<file path="config.mk">
export PLATFORM = sky130hd
export DESIGN_NAME = bmp180_button_ctrl_flat
export DESIGN_NICKNAME = d
export VERILOG_FILES = /design/src/rtl/bmp180_button_ctrl_if.sv /design/src/rtl/bmp180_button_ctrl.sv /design/src/flat_wrapper.sv
export SDC_FILE = /design/constraint.sdc
export NUM_CORES = 1
export LEC_CHECK = 0
export BUFFER_PORTS_ARGS = -buffer_cell sky130_fd_sc_hd__buf_2
export CORE_MARGIN = 2
export CORE_UTILIZATION = 26
export CTS_BUF_LIST = sky130_fd_sc_hd__clkbuf_2
export CTS_CLUSTER_DIAMETER = 40
export DETAILED_ROUTE_END_ITERATION = 8
export MAX_ROUTING_LAYER = met4
export PLACE_DENSITY = 0.51
export SLEW_MARGIN = 20
export SYNTH_ARGS = -nofsm -noshare
export SYNTH_HDL_FRONTEND = slang
export SYNTH_SLANG_ARGS = --single-unit
</file>
<file path="constraint.sdc">
create_clock -name clk -period 1.7 [get_ports clk]
set_input_delay 0.085 -clock clk [delete_from_list [all_inputs] [get_ports clk]]
set_output_delay 0.085 -clock clk [all_outputs]
set_load 0.01 [all_outputs]
</file>
<file path="src/rtl/bmp180_button_ctrl_if.sv">
// bmp180_button_ctrl_if: board buttons and I2C-master ready in, single-cycle
// mode strobes, pending requests and busy out.
interface bmp180_button_ctrl_if;
   logic [6:0] btn;
   logic       ready;
   logic       swId;
   logic       swSettings;
   logic       swTemp;
   logic       swGTemp;
   logic       swPress;
   logic       swGPress;
   logic       swShow;
   logic [6:0] pending;
   logic       busy;

   // Button front-end side: drives the mode strobes toward the controller.
   modport master (
      input  btn, ready,
      output swId, swSettings, swTemp, swGTemp, swPress, swGPress, swShow,
      output pending, busy
   );

   // Board / controller side.
   modport slave (
      output btn, ready,
      input  swId, swSettings, swTemp, swGTemp, swPress, swGPress, swShow,
      input  pending, busy
   );
endinterface

</file>
<file path="src/rtl/bmp180_button_ctrl.sv">
// bmp180_button_ctrl: turns seven raw push-buttons into one-at-a-time mode
// strobes for the BMP180 controller. Each button is synchronised, debounced,
// edge-detected and latched as a pending request; a small FSM issues the
// lowest-index pending request whenever the I2C master is ready, then waits
// out the transaction it started.
module bmp180_button_ctrl #(
   parameter int unsigned DEBOUNCE_CYCLES = 500000,
   parameter bit          BTN_ACTIVE_LOW  = 1'b1,
   parameter int unsigned BUSY_TIMEOUT    = 16
) (
   input logic                  clk,
   input logic                  reset,
   bmp180_button_ctrl_if.master bus
);

   localparam int NB    = 7;
   localparam int CNT_W = $clog2(DEBOUNCE_CYCLES) + 1;
   localparam int TMR_W = $clog2(BUSY_TIMEOUT + 2);

   localparam logic [CNT_W-1:0] CNT_LAST     = CNT_W'(DEBOUNCE_CYCLES - 1);
   localparam logic [NB-1:0]    RAW_RELEASED = {NB{BTN_ACTIVE_LOW}};

   localparam logic [1:0] S_IDLE      = 2'd0;
   localparam logic [1:0] S_ISSUE     = 2'd1;
   localparam logic [1:0] S_WAIT_BUSY = 2'd2;
   localparam logic [1:0] S_WAIT_DONE = 2'd3;

   // Button path
   logic [NB-1:0]    sync1_q, sync2_q;
   logic [NB-1:0]    lvl;
   logic [CNT_W-1:0] cnt_q [NB];
   logic [CNT_W-1:0] cnt_d [NB];
   logic [NB-1:0]    deb_q, deb_d;
   logic [NB-1:0]    deb_dly_q;
   logic [NB-1:0]    armed_q;
   logic [1:0]       prime_q;
   logic [NB-1:0]    press;

   // Issue FSM
   logic [1:0]       state_q, state_d;
   logic [2:0]       sel_q, sel_d;
   logic [2:0]       low_idx;
   logic [TMR_W-1:0] tmr_q, tmr_d;
   logic [NB-1:0]    pend_q, pend_d;
   logic [NB-1:0]    strobe;

   // Two-flop synchroniser; both stages park at the released level in reset.
   always_ff @(posedge clk or negedge reset) begin
      // NOTE: clocked blocks use non-blocking assignments so every flop
      // samples the values from before the edge, whatever the statement order.
      if (!reset) begin
         sync1_q <= RAW_RELEASED;
         sync2_q <= RAW_RELEASED;
      end else begin
         sync1_q <= bus.btn;
         sync2_q <= sync1_q;
      end
   end

   // Normalise polarity so that 1 always means pressed.
   assign lvl = BTN_ACTIVE_LOW ? ~sync2_q : sync2_q;

   // Per-bit debounce: a new level is accepted after DEBOUNCE_CYCLES
   // consecutive differing samples; any agreeing sample restarts the count.
   always_comb begin
      // NOTE: every combinational output gets a default before any branch,
      // otherwise an unassigned path would infer a latch.
      deb_d = deb_q;
      for (int i = 0; i < NB; i++) begin
         cnt_d[i] = '0;
         if (lvl[i] != deb_q[i]) begin
            if (cnt_q[i] >= CNT_LAST) begin
               deb_d[i] = lvl[i];
            end else begin
               cnt_d[i] = cnt_q[i] + 1'b1;
            end
         end
      end
   end

   // Debounce state, press-edge history, and arming. A button only arms once
   // it has been seen released through a refilled synchroniser, so a button
   // held through reset never produces a press.
   always_ff @(posedge clk or negedge reset) begin
      if (!reset) begin
         // NOTE: the counters are a small flop array, not a RAM, so they are
         // cleared in reset like any other state.
         for (int i = 0; i < NB; i++) cnt_q[i] <= '0;
         deb_q     <= '0;
         deb_dly_q <= '0;
         armed_q   <= '0;
         prime_q   <= '0;
      end else begin
         for (int i = 0; i < NB; i++) cnt_q[i] <= cnt_d[i];
         deb_q     <= deb_d;
         deb_dly_q <= deb_q;
         prime_q   <= {prime_q[0], 1'b1};
         if (prime_q[1]) armed_q <= armed_q | ~lvl;
      end
   end

   // Rising edge of the debounced level; releases are ignored.
   assign press = deb_q & ~deb_dly_q & armed_q;

   // Fixed priority: the lowest-index pending request wins.
   always_comb begin
      low_idx = '0;
      for (int i = NB - 1; i >= 0; i--) begin
         if (pend_q[i]) low_idx = 3'(i);
      end
   end

   // Exactly one strobe, only while in ISSUE.
   assign strobe = (state_q == S_ISSUE) ? (NB'(1) << sel_q) : '0;

   // Next state for the issue FSM and the pending latch. A press landing in
   // the ISSUE cycle of the same button re-arms its request (set beats clear).
   always_comb begin
      state_d = state_q;
      sel_d   = sel_q;
      tmr_d   = tmr_q;
      case (state_q)
         S_IDLE: begin
            if ((|pend_q) && bus.ready) begin
               sel_d   = low_idx;
               state_d = S_ISSUE;
            end
         end
         S_ISSUE: begin
            tmr_d   = TMR_W'(BUSY_TIMEOUT);
            state_d = S_WAIT_BUSY;
         end
         S_WAIT_BUSY: begin
            // A master that never drops ready (local-only request) is
            // released after BUSY_TIMEOUT cycles.
            if (!bus.ready) begin
               state_d = S_WAIT_DONE;
            end else if (tmr_q <= TMR_W'(1)) begin
               state_d = S_IDLE;
            end else begin
               tmr_d = tmr_q - 1'b1;
            end
         end
         S_WAIT_DONE: begin
            if (bus.ready) state_d = S_IDLE;
         end
         default: state_d = S_IDLE;
      endcase
      pend_d = (pend_q & ~strobe) | press;
   end

   // FSM and pending registers; reset aborts any transaction and drops requests.
   always_ff @(posedge clk or negedge reset) begin
      if (!reset) begin
         state_q <= S_IDLE;
         sel_q   <= '0;
         tmr_q   <= '0;
         pend_q  <= '0;
      end else begin
         state_q <= state_d;
         sel_q   <= sel_d;
         tmr_q   <= tmr_d;
         pend_q  <= pend_d;
      end
   end

   assign bus.swId       = strobe[0];
   assign bus.swSettings = strobe[1];
   assign bus.swTemp     = strobe[2];
   assign bus.swGTemp    = strobe[3];
   assign bus.swPress    = strobe[4];
   assign bus.swGPress   = strobe[5];
   assign bus.swShow     = strobe[6];
   assign bus.pending    = pend_q;
   assign bus.busy       = (state_q != S_IDLE);

endmodule

</file>
<file path="src/flat_wrapper.sv">
// flat-port wrapper written by rule: the top's interface ports become plain ports
module bmp180_button_ctrl_flat 
#(
   parameter int unsigned DEBOUNCE_CYCLES = 500000,
   parameter bit          BTN_ACTIVE_LOW  = 1'b1,
   parameter int unsigned BUSY_TIMEOUT    = 16
)
  (clk, reset, bus_btn, bus_ready, bus_swId, bus_swSettings, bus_swTemp, bus_swGTemp, bus_swPress, bus_swGPress, bus_swShow, bus_pending, bus_busy);
  bmp180_button_ctrl_if bus_i ();
  input logic clk;
  input logic reset;
  input wire logic [$bits(bus_i.btn)-1:0] bus_btn;
  input wire logic [$bits(bus_i.ready)-1:0] bus_ready;
  output wire logic [$bits(bus_i.swId)-1:0] bus_swId;
  output wire logic [$bits(bus_i.swSettings)-1:0] bus_swSettings;
  output wire logic [$bits(bus_i.swTemp)-1:0] bus_swTemp;
  output wire logic [$bits(bus_i.swGTemp)-1:0] bus_swGTemp;
  output wire logic [$bits(bus_i.swPress)-1:0] bus_swPress;
  output wire logic [$bits(bus_i.swGPress)-1:0] bus_swGPress;
  output wire logic [$bits(bus_i.swShow)-1:0] bus_swShow;
  output wire logic [$bits(bus_i.pending)-1:0] bus_pending;
  output wire logic [$bits(bus_i.busy)-1:0] bus_busy;
  assign bus_i.btn = bus_btn;
  assign bus_i.ready = bus_ready;
  assign bus_swId = bus_i.swId;
  assign bus_swSettings = bus_i.swSettings;
  assign bus_swTemp = bus_i.swTemp;
  assign bus_swGTemp = bus_i.swGTemp;
  assign bus_swPress = bus_i.swPress;
  assign bus_swGPress = bus_i.swGPress;
  assign bus_swShow = bus_i.swShow;
  assign bus_pending = bus_i.pending;
  assign bus_busy = bus_i.busy;
  bmp180_button_ctrl #(.DEBOUNCE_CYCLES(DEBOUNCE_CYCLES), .BTN_ACTIVE_LOW(BTN_ACTIVE_LOW), .BUSY_TIMEOUT(BUSY_TIMEOUT)) u_core (.clk(clk), .reset(reset), .bus(bus_i));
endmodule
</file>
Yosys cells after proc, flatten, opt, wreduce, memory -nomap -nowiden
Index checks and enable logic that the tools add are counted.
{"block": "classes", "bitwise_logic": 9, "shift": 1, "add_sub_neg": 8, "reduce_logical": 15, "magnitude_cmp": 8, "n_eq_ne": 15, "n_mux": 30}
{"operator": "$mux 20", "count": 14}
{"operator": "$add 20x1->20 const B", "count": 7}
{"operator": "$ge 20x19->1 const B", "count": 7}
{"operator": "$not 7->7", "count": 4}
{"operator": "$and 7x7->7", "count": 3}
{"operator": "$mux 3", "count": 7}
{"operator": "$reduce_and 2->1", "count": 8}
{"operator": "$or 7x7->7", "count": 2}
{"operator": "$mux 5", "count": 2}
{"operator": "$pmux 5 s2", "count": 1}
{"operator": "$mux 2", "count": 4}
{"operator": "$pmux 2 s4", "count": 1}
{"operator": "$mux 7", "count": 1}
{"operator": "$ne 1x1->1", "count": 7}
{"operator": "$reduce_or 7->1", "count": 1}
{"operator": "$shl 1x3->7 const A", "count": 1}
{"operator": "$ne 2x2->1 const B", "count": 3}
{"operator": "$reduce_and 3->1", "count": 2}
{"operator": "$le 5x1->1 const B", "count": 1}
{"operator": "$sub 5x1->5 const B", "count": 1}
{"operator": "$eq 2x2->1 const B", "count": 2}
{"operator": "$reduce_bool 2->1", "count": 2}
{"operator": "$ne 3x2->1 const B", "count": 1}
{"operator": "$eq 2x1->1 const B", "count": 1}
{"operator": "3 further kinds", "count": 3}
{"block": "word_totals", "inputBits": 10, "regBits": 194, "out_inout_bits": 15, "wordCells": 109}

Longest topological paths before layout
Gate-level depths: netlist of the first run.
{"block": "depth", "ltp_word": 7, "ltp_mapped": 7, "mapped_depth_nobuf": 6}

Worst setup path after synthesis of the first run
OpenSTA, ideal clock, no wires.
{"block": "synth_timing", "kind": "register to register", "startpoint": "reg u_core.cnt_q[94] in the netlist's numbering", "endpoint": "reg u_core.cnt_q[98] in the netlist's numbering", "stages_incl_launch_ff": 7, "n_path_buf": 2, "arrival_time_ps": 1769, "period_less_slack_ps": 1888, "setup_slack_ps": -188, "required_ps": 1581, "cell_sequence": "dfrtp_1 or4b_2 nor3_1 a21o_1 buf_2 buf_4 nor2_1"}
{"element": "start: declaration", "line": "bmp180_button_ctrl.sv:31", "source": "logic [CNT_W-1:0] cnt_q [NB];"}

Final worst setup path of the first run
{"block": "layout_timing", "startpoint": "reg u_core.state_q[1]", "endpoint": "out bus_swGTemp"}
{"block": "layout_between", "elab_chain_len": 2}
{"element": "start: declaration", "line": "bmp180_button_ctrl.sv:40", "source": "logic [1:0] state_q, state_d;"}
{"element": "start signal: assignment", "line": "bmp180_button_ctrl.sv:160", "source": "state_q <= state_d;"}
{"element": "$eq 2x1->1", "line": "bmp180_button_ctrl.sv:114", "source": "assign strobe = (state_q == S_ISSUE) ? (NB'(1) << sel_q) : '0;"}
{"element": "$mux 7", "line": "bmp180_button_ctrl.sv:114"}
{"element": "end: declaration", "line": "flat_wrapper.sv:17", "source": "output wire logic [$bits(bus_i.swGTemp)-1:0] bus_swGTemp;"}
Every way passes these cells.

==> results.json, run 1 <==
{
  "crit_chain": "nor2b_2, nand2_2, nor3b_2, buf_2",
  "clock_path_buffers": 2,
  "crit_path_max_incr_delay_ns": 0.48,
  "fp.dieH_um": 190,
  "rows": 68,
  "cap_violations": 0,
  "synth_area_um2": 9000,
  "viasPerCell": 4.55,
  "area_growth_pct": 39.7,
  "grt_pass1_vias": 7002,
  "hold_viol": 0,
  "ios": 25,
  "hold_class": "input pin to flip-flop",
  "antenna_found_initial": 1,
  "wirelength_mm": 20.7,
  "root_buffer": "clkbuf_2",
  "synth.avg_cell_area_um2": 10.1,
  "cts_tree": "yes",
  "port_buffers": 24,
  "drt-initial-drc-count": 344,
  "postLayoutCoreUtil_pct": 36.7,
  "dr_total_vias": 7212,
  "cp-start-kind": "flip-flop",
  "clkSinkCount": 194,
  "setup_violations": 59,
  "postLayoutCellArea_um2": 12600,
  "async_flop_share_pct": 100,
  "ant_nets": 0,
  "die_area_um2": 36100,
  "grt_max_degree": 43,
  "p_leak_nw": 5.05,
  "gp_congestion": 0.776,
  "finalCritPeriodShare_pct": 119,
  "period_minus_slack_ns": 2.01,
  "rsz0062_at_grt": "yes",
  "critPathMaxFanout": 3,
  "grt_use_total_pct": 11.9,
  "seq_area_frac_synth_pct": 54.1,
  "cp.arrival_ns": 1.93,
  "h-tree-depth": 4,
  "cts.clk_slew.worst_paths_ns": 0.28,
  "setup_slack_ns": -0.315,
  "path_class": "flip-flop to primary output",
  "wire_per_inst_um": 13.0,
  "status": "complete, but fails checks",
  "slew_violations": 0,
  "cp_num_buf_inv": 1,
  "drive_gt1_share_pct": 37.0,
  "synth_edf_count": 0,
  "grt_pass1_wl_mm": 34.2,
  "placedCellCount": 1476,
  "firstDrtPassIters": 5,
  "yosysWarnings": 0,
  "failed_checks": "setup timing",
  "place_area_um2": 10700,
  "numCtsBuffers": 17,
  "slowest_stage": "dfrtp_1",
  "clk-insertion-delay-late_ns": 0.76,
  "max_freq_mhz": 496,
  "coreArea_um2": 34300,
  "stdcell_count": 1586,
  "nNetsFinal": 1135,
  "powerDensity_nw_per_um2": 728,
  "initial_core_util_pct": 26.3,
  "hpwl_mm": 13.4,
  "worst_clock_skew_ns": 0.0424,
  "grt-ovfl-total": 0,
  "netlist_instances": 895,
  "end_kind": "primary output",
  "drc_errors": 0,
  "ys.flop_type": "dfrtp_1",
  "ys_ff_latch": 194,
  "worstPathRequired_ns": 1.62,
  "chipWidth_um": 190,
  "cp_top_family": "simple AND/OR/NAND/NOR gates",
  "vdd_drop_max_mv": 0.474,
  "fillers": 3444,
  "ys_types": 49
}
final timing paths:
path | from | endpoint | cells past startpoint | slack [ns]
max reg2reg | u_core.cnt_q[109] | u_core.cnt_q[114] | 8 | -0.28
min reg2reg | u_core.prime_q[0] | u_core.prime_q[1] | 0 | 0.38
max | u_core.state_q[1] | bus_swGTemp | 4 | -0.31
min | bus_ready | u_core.state_q[0] | 3 | 0.09
min in group asynchronous | reset | u_core.sync1_q[4] | 3 | 0.46
max in group asynchronous | reset | u_core.sync2_q[1] | 4 | 0.91
logic make-up (layout without fill, tap and decap cells):
group                      Yosys count  after routing  share of synthesized area (%)
adders and majority gates            9              9                           1.25
xor gates and xnor gates            94             94                           9.15
AOI/OAI and AO/OA                  118            118                           7.99
and+or+nand+nor                    403            403                           23.1
other                                2             10                         0.0834
buffers and inverters               64            292                           3.10
DFF                                194            194                           54.1
muxes                               11             11                           1.22
cells in the final DEF, fill, tap and decap left out, drive strengths merged, types with 7 or more instances in the layout:
cell / count
nand4: 45
dfstp: 14
nor4: 24
inv: 50
or4b: 7
ha: 9
a21oi: 45
a21o: 9
nand3b: 7
dfrtp: 180
mux2i: 11
nand3: 47
clkbuf: 23
buf: 195
conb: 8
nand2: 46
dlygate4sd3: 17
xnor2: 61
and4: 10
or3: 21
nor2: 126
nor3: 43
o21ai: 29
xor2: 33
or4: 8
what timing repair did:
item | CTS | global route
setup endpoints to repair | 66 | 146
hold buffers | 18 | 0
cloned | 5 | 5
pin swaps | 36 | 50
gates resized for setup | 65 | 156
endpoints found under the hold margin | 211 | 0
setup buffers | 29 | 21
flip-flops by register name, indices dropped and copies added, names as in the netlist:
| name | count |
|---|---|
| u_core.prime_q | 2 |
| u_core.deb_q | 7 |
| u_core.state_q | 2 |
| u_core.sync2_q | 7 |
| u_core.armed_q | 7 |
| u_core.sel_q | 3 |
| u_core.tmr_q | 5 |
| u_core.deb_dly_q | 7 |
| u_core.bus.pending | 7 |
| u_core.sync1_q | 7 |
| u_core.cnt_q | 140 |
through the flow:
step                      total power, mW  hold slack [ns]  setup TNS [ns]  setup WS [ns]
final                                9.16           0.0929           -7.01         -0.315
after CTS                            8.97           0.0347           -5.68         -0.414
after floorplan                      5.75           -0.211          -0.132        -0.0735
after global routing                 9.71           0.0291          -13.46         -0.507
after global placement               6.29           0.0898          -0.646        -0.0719
after detailed placement             6.31           0.0959           -1.08        -0.0928
tightest hold or removal path: stages:
cell and delay (ns):
dlygate4sd3_1 0.52, buf_2 0.16, o21ai_0 0.08
layer usage:
| layer | wire length, um | up-vias | GRT usage [%] |
|---|---|---|---|
| met2 | 9860 | 55 | 18.5 |
| met4 | 190 | 0 | 2.59 |
| met1 | 10100 | 3537 | 16.3 |
| li1 | - | 3610 | - |
| met5 | 0 | - | - |
| met3 | 523 | 10 | 2.16 |
Yosys cell counts, types with 10 or more instances:
| cell | number | area [um2] |
|---|---|---|
| nand4_1 | 45 | 282 |
| o21ai_0 | 29 | 145 |
| nor3_1 | 43 | 215 |
| dfrtp_1 | 180 | 4500 |
| nor4_1 | 24 | 150 |
| nand2_1 | 46 | 173 |
| nand3_1 | 44 | 220 |
| mux2i_1 | 11 | 110 |
| a21oi_1 | 45 | 225 |
| and4_1 | 10 | 87.6 |
| xnor2_1 | 61 | 534 |
| inv_1 | 43 | 161 |
| or3_1 | 21 | 131 |
| xor2_1 | 33 | 289 |
| dfstp_2 | 14 | 368 |
| buf_2 | 10 | 50.1 |
| nor2_1 | 126 | 473 |
power breakdown:
part | leakage, nW | internal [mW] | switching (mW) | total (mW)
Combinational | 2.44 | 0.881 | 0.852 | 1.73
Sequential | 2.49 | 4.87 | 0.267 | 5.14
Clock | 0.129 | 0.582 | 1.71 | 2.29
Total | 5.05 | 6.33 | 2.83 | 9.16
area by class of cell:
type | count | area, um2 | share of cell area [%]
antenna | 2 | 5.00 | 0.0398
clock buffer | 18 | 90.1 | 0.716
clock inverter | 14 | 143 | 1.13
inverter | 43 | 161 | 1.28
multi-input combinational | 643 | 4730 | 37.6
sequential | 194 | 4890 | 38.9
tap | 455 | 569 | 4.53
timing repair buffer | 217 | 1980 | 15.8
Note: power is estimated with default switching activity, not from simulation.
==> run 2: changes to the inputs <==
- SKIP_LAST_GASP: unset -> 1
==> results.json, run 2 (synthesis gave the netlist of run 1 again) <==
{
  "multi_input_area_um2": 4730,
  "rrSetupSlack_ns": -0.28,
  "initial_core_util_pct": 26.3,
  "slew_violations": 0,
  "grt_use_total_pct": 11.9,
  "clk-insertion-delay-late_ns": 0.76,
  "postLayoutCellArea_um2": 12600,
  "place_area_um2": 10700,
  "pre_cts_ws_ns": -0.0928,
  "clkSinkCount": 194,
  "gp_congestion": 0.776,
  "grt_max_degree": 43,
  "status": "complete, but fails checks",
  "powerDensity_nw_per_um2": 729,
  "clock_path_buffers": 2,
  "path_class": "flip-flop to primary output",
  "critPathMaxFanout": 3,
  "drt-initial-drc-count": 305,
  "grt_pass1_vias": 6990,
  "setup_violations": 60,
  "cts_tree": "yes",
  "h-tree-depth": 4,
  "cts.clk_slew.worst_paths_ns": 0.29,
  "vdd_drop_max_mv": 0.474,
  "holdWs_ns": 0.0885,
  "wire_per_inst_um": 13.1,
  "chipWidth_um": 190,
  "failed_checks": "setup timing",
  "antenna_found_initial": 1,
  "slowest_stage": "dfrtp_1",
  "seq_area_um2": 4890,
  "nNetsFinal": 1135,
  "root_buffer": "clkbuf_2",
  "numCtsBuffers": 17,
  "final_common_cell": "dfrtp_1",
  "p_leak_nw": 5.05,
  "cap_violations": 0,
  "drc_errors": 0,
  "rr_endpoint": "u_core.cnt_q[114]",
  "crit_path_max_incr_delay_ns": 0.48,
  "critPathCapture": "bus_swGTemp",
  "worst_clock_skew_ns": 0.0435,
  "crit_chain": "nor2b_2, nand2_2, nor3b_2, buf_2",
  "die_area_um2": 36100,
  "cp-start-kind": "flip-flop",
  "worstPathRequired_ns": 1.62,
  "grt_pass1_wl_mm": 34.1,
  "largest_register_ffs": 140,
  "grt-ovfl-total": 0,
  "crit_path_start": "u_core.state_q[1]",
  "hpwl_mm": 13.4,
  "hold_viol": 0,
  "dr_total_vias": 7231,
  "final_cell_mix": "162 x dfrtp_1, 145 x buf_4, 74 x nor2_1",
  "finalCritPeriodShare_pct": 119,
  "max_freq_mhz": 495,
  "area_growth_pct": 39.7,
  "coreArea_um2": 34300,
  "r2r_cells": 8,
  "rows": 68,
  "fp.dieH_um": 190,
  "wirelength_mm": 20.7,
  "port_buffers": 24,
  "rsz0062_at_grt": "yes",
  "period_minus_slack_ns": 2.02,
  "cp.arrival_ns": 1.93,
  "reg2reg_from": "u_core.cnt_q[109]",
  "top_register": "u_core.cnt_q",
  "setup_slack_ns": -0.320,
  "firstDrtPassIters": 4,
  "fillers": 3452,
  "postLayoutCoreUtil_pct": 36.7,
  "end_kind": "primary output",
  "viasPerCell": 4.56,
  "ant_nets": 0,
  "ios": 25,
  "drive_gt1_share_pct": 36.7,
  "hold_class": "input pin to flip-flop"
}
-- run 2: routing by layer --
metal,vias up,wire [um],GRT usage (%)
li1,3609,-,-
met1,3566,10200,16.3
met2,46,9870,18.5
met3,10,473,2.16
met4,0,189,2.59
met5,-,0,-
-- run 2: cell type report --
cell class                 instances  share of cell area [%]
timing repair buffer             217                    15.8
clock buffer                      18                   0.717
antenna                            2                  0.0398
clock inverter                    14                    1.13
sequential                       194                    38.9
inverter                          43                    1.28
tap                              455                    4.53
multi-input combinational        643                    37.6
-- run 2: critical path, delay by kind of cell (launching register included) --
kind | cells | cell delay, ns
buf+inv | 1 | 0.19
flops | 1 | 0.48
simple gates | 3 | 0.51
-- run 2: what timing repair did --
item                                    CTS  global route
hold buffers                             18             0
setup buffers                            29            21
endpoints found under the setup margin   66           146
hold endpoints to repair                211             0
resized for setup                        58           161
gates cloned                              5             5
pin swaps                                36            53
-- run 2: report_power, final --
group	switching, mW	total, mW	internal (mW)
clock network	1.71	2.29	0.582
logic	0.854	1.73	0.880
registers	0.266	5.14	4.87
total	2.83	9.16	6.33
-- run 2: worst min-delay path by stage --
stage / cells after the start / endpoint / startpoint
6_report: 3 / u_core.state_q[0] / bus_ready
5_1_grt: 3 / u_core.state_q[0] / bus_ready
4_1_cts: 3 / u_core.state_q[0] / bus_ready
3_5_place_dp: 1 / u_core.cnt_q[51] / reset
3_3_place_gp: 1 / u_core.cnt_q[48] / reset
2_1_floorplan: 0 / u_core.armed_q[0] / reset
-- run 2: through the flow --
step	setup TNS (ns)	cells	total power, mW
2_1_floorplan	-0.132	901	5.75
3_3_place_gp	-0.646	1476	6.29
3_5_place_dp	-1.08	1476	6.31
4_1_cts	-5.73	1560	8.96
5_1_grt	-13.57	1586	9.71
6_report	-7.03	1586	9.16
==> run 3: changes to the inputs <==
- CAP_MARGIN: unset -> 0
- CORE_ASPECT_RATIO: unset -> 2
- SLEW_MARGIN: 20 -> unset
==> results.json, run 3 (synthesis gave the netlist of run 1 again) <==
{
  "p_leak_nw": 5.01,
  "final_common_cell": "dfrtp_1",
  "gp_congestion": 0.792,
  "slew_violations": 0,
  "period_minus_slack_ns": 2.07,
  "failed_checks": "setup timing",
  "cp_top_family": "flip-flops",
  "ios": 25,
  "initial_core_util_pct": 26.3,
  "drc_errors": 0,
  "cts_tree": "yes",
  "finalCritPeriodShare_pct": 122,
  "hold_class": "input pin to flip-flop",
  "coreArea_um2": 34200,
  "grt_pass1_vias": 7575,
  "area_growth_pct": 36.2,
  "setup_violations": 41,
  "grt_max_degree": 42,
  "hpwl_mm": 14.9,
  "worst_clock_skew_ns": 0.0446,
  "nNetsFinal": 1142,
  "numCtsBuffers": 17,
  "rows": 96,
  "cp.arrival_ns": 1.99,
  "h-tree-depth": 4,
  "cts.clk_slew.worst_paths_ns": 0.25,
  "crit_chain": "nor2b_4, buf_6, nand2_4, nor3_4, buf_2",
  "end_kind": "primary output",
  "wirelength_mm": 21.7,
  "crit_path_max_incr_delay_ns": 0.50,
  "fp.dieH_um": 267,
  "dr_total_vias": 7327,
  "wire_per_inst_um": 13.8,
  "cp-start-kind": "flip-flop",
  "grt-ovfl-total": 0,
  "viasPerCell": 4.64,
  "final_cell_mix": "162 x dfrtp_1, 151 x buf_4, 98 x nor2_1",
  "path_class": "flip-flop to primary output",
  "cap_violations": 0,
  "ant_nets": 0,
  "critPathMaxFanout": 5,
  "clock_path_buffers": 2,
  "rsz0062_at_grt": "yes",
  "root_buffer": "clkbuf_2",
  "slowest_stage": "dfrtp_2",
  "cp_num_buf_inv": 2,
  "die_area_um2": 36200,
  "max_freq_mhz": 483,
  "port_buffers": 24,
  "worstMarginPinSlew_ns": 0.546,
  "setup_slack_ns": -0.372,
  "top_register": "u_core.cnt_q",
  "powerDensity_nw_per_um2": 710,
  "holdWs_ns": 0.132,
  "maxSlewHeadroom_pct": 63.6,
  "worstPathRequired_ns": 1.62,
  "finalSetupTns_ns": -3.80,
  "firstDrtPassIters": 4,
  "status": "complete, but fails checks",
  "grt_pass1_wl_mm": 35.1,
  "drt-initial-drc-count": 398,
  "chipWidth_um": 136,
  "largest_register_ffs": 140,
  "clkSinkCount": 194,
  "clk-insertion-delay-late_ns": 0.83,
  "grt_use_total_pct": 12.4,
  "vdd_drop_max_mv": 0.602,
  "hold_viol": 0,
  "drive_gt1_share_pct": 34.8,
  "antenna_found_initial": 1
}
## run 3: cell count changes in the layout (fill, tap and decap cells not counted), moves of 6 or more
cell    before  now
buf_4      145  151
buf_6       14   22
nor2_1      74   98
nor2_4      33   13
## run 3: per-stage QoR
stage | std cells | total power [mW] | utilization [%] | setup slack [ns] | cell area [um2]
after global placement | 1471 | 6.26 | 31.3 | -0.0128 | 10700
final | 1578 | 8.70 | 35.8 | -0.372 | 12300
after detailed placement | 1471 | 6.28 | 31.3 | -0.0566 | 10700
after CTS | 1541 | 8.59 | 33.4 | -0.540 | 11400
after global routing | 1578 | 9.22 | 35.8 | -0.534 | 12300
after floorplan | 901 | 5.75 | - | -0.0735 | 9180
## run 3: worst paths after layout
kind / cells past startpoint / start / to / slack (ns)
max in group asynchronous: 5 / reset / u_core.sync2_q[0] / 0.80
worst min register to register: 0 / u_core.sync1_q[6] / u_core.sync2_q[6] / 0.37
worst min-delay path: 4 / bus_ready / u_core.state_q[1] / 0.13
worst max-delay path: 5 / u_core.state_q[1] / bus_swTemp / -0.37
min in group asynchronous: 4 / reset / u_core.cnt_q[73] / 0.36
worst max register to register: 5 / u_core.cnt_q[61] / u_core.cnt_q[76] / -0.16
## run 3: worst reg2reg max path, delay by kind of cell, from the launching register on
family,cells,cell delay (ns)
flip-flops,1,0.43
AND/OR/NAND/NOR,3,1.07
adder cells (fa/ha/maj),1,0.19
AO/OA/AOI/OAI,1,0.13
## run 3: layer usage
| layer | up-vias | part of all wire, % | global-route usage (%) |
|---|---|---|---|
| met4 | 0 | 2.3 | 4.56 |
| met3 | 32 | 1.6 | 2.06 |
| met2 | 72 | 59 | 24.4 |
| met1 | 3616 | 37 | 11.8 |
| li1 | 3607 | - | - |
| met5 | - | 0 | - |
## run 3: report_power, final
part	total [mW]	leakage (nW)	internal, mW	switching (mW)
registers	5.14	2.49	4.87	0.271
clock network	1.99	0.117	0.382	1.61
logic	1.57	2.41	0.799	0.773
total	8.70	5.01	6.05	2.65
## run 3: layout make-up
class,count,area [um2]
fill,3417,22000
sequential,194,4890
multi-input combinational,643,4520
timing repair buffer,224,1950
tap,441,552
inverter,43,161
clock buffer,18,90.1
clock inverter,14,90.1
antenna,1,2.50
## run 3: timing repair
action,in CTS,in global routing
setup endpoints to repair,63,132
pin swaps,16,54
buffers inserted,18,32
hold buffers,19,0
endpoints found under the hold margin,211,0
resized for setup,41,138
gates cloned,1,5
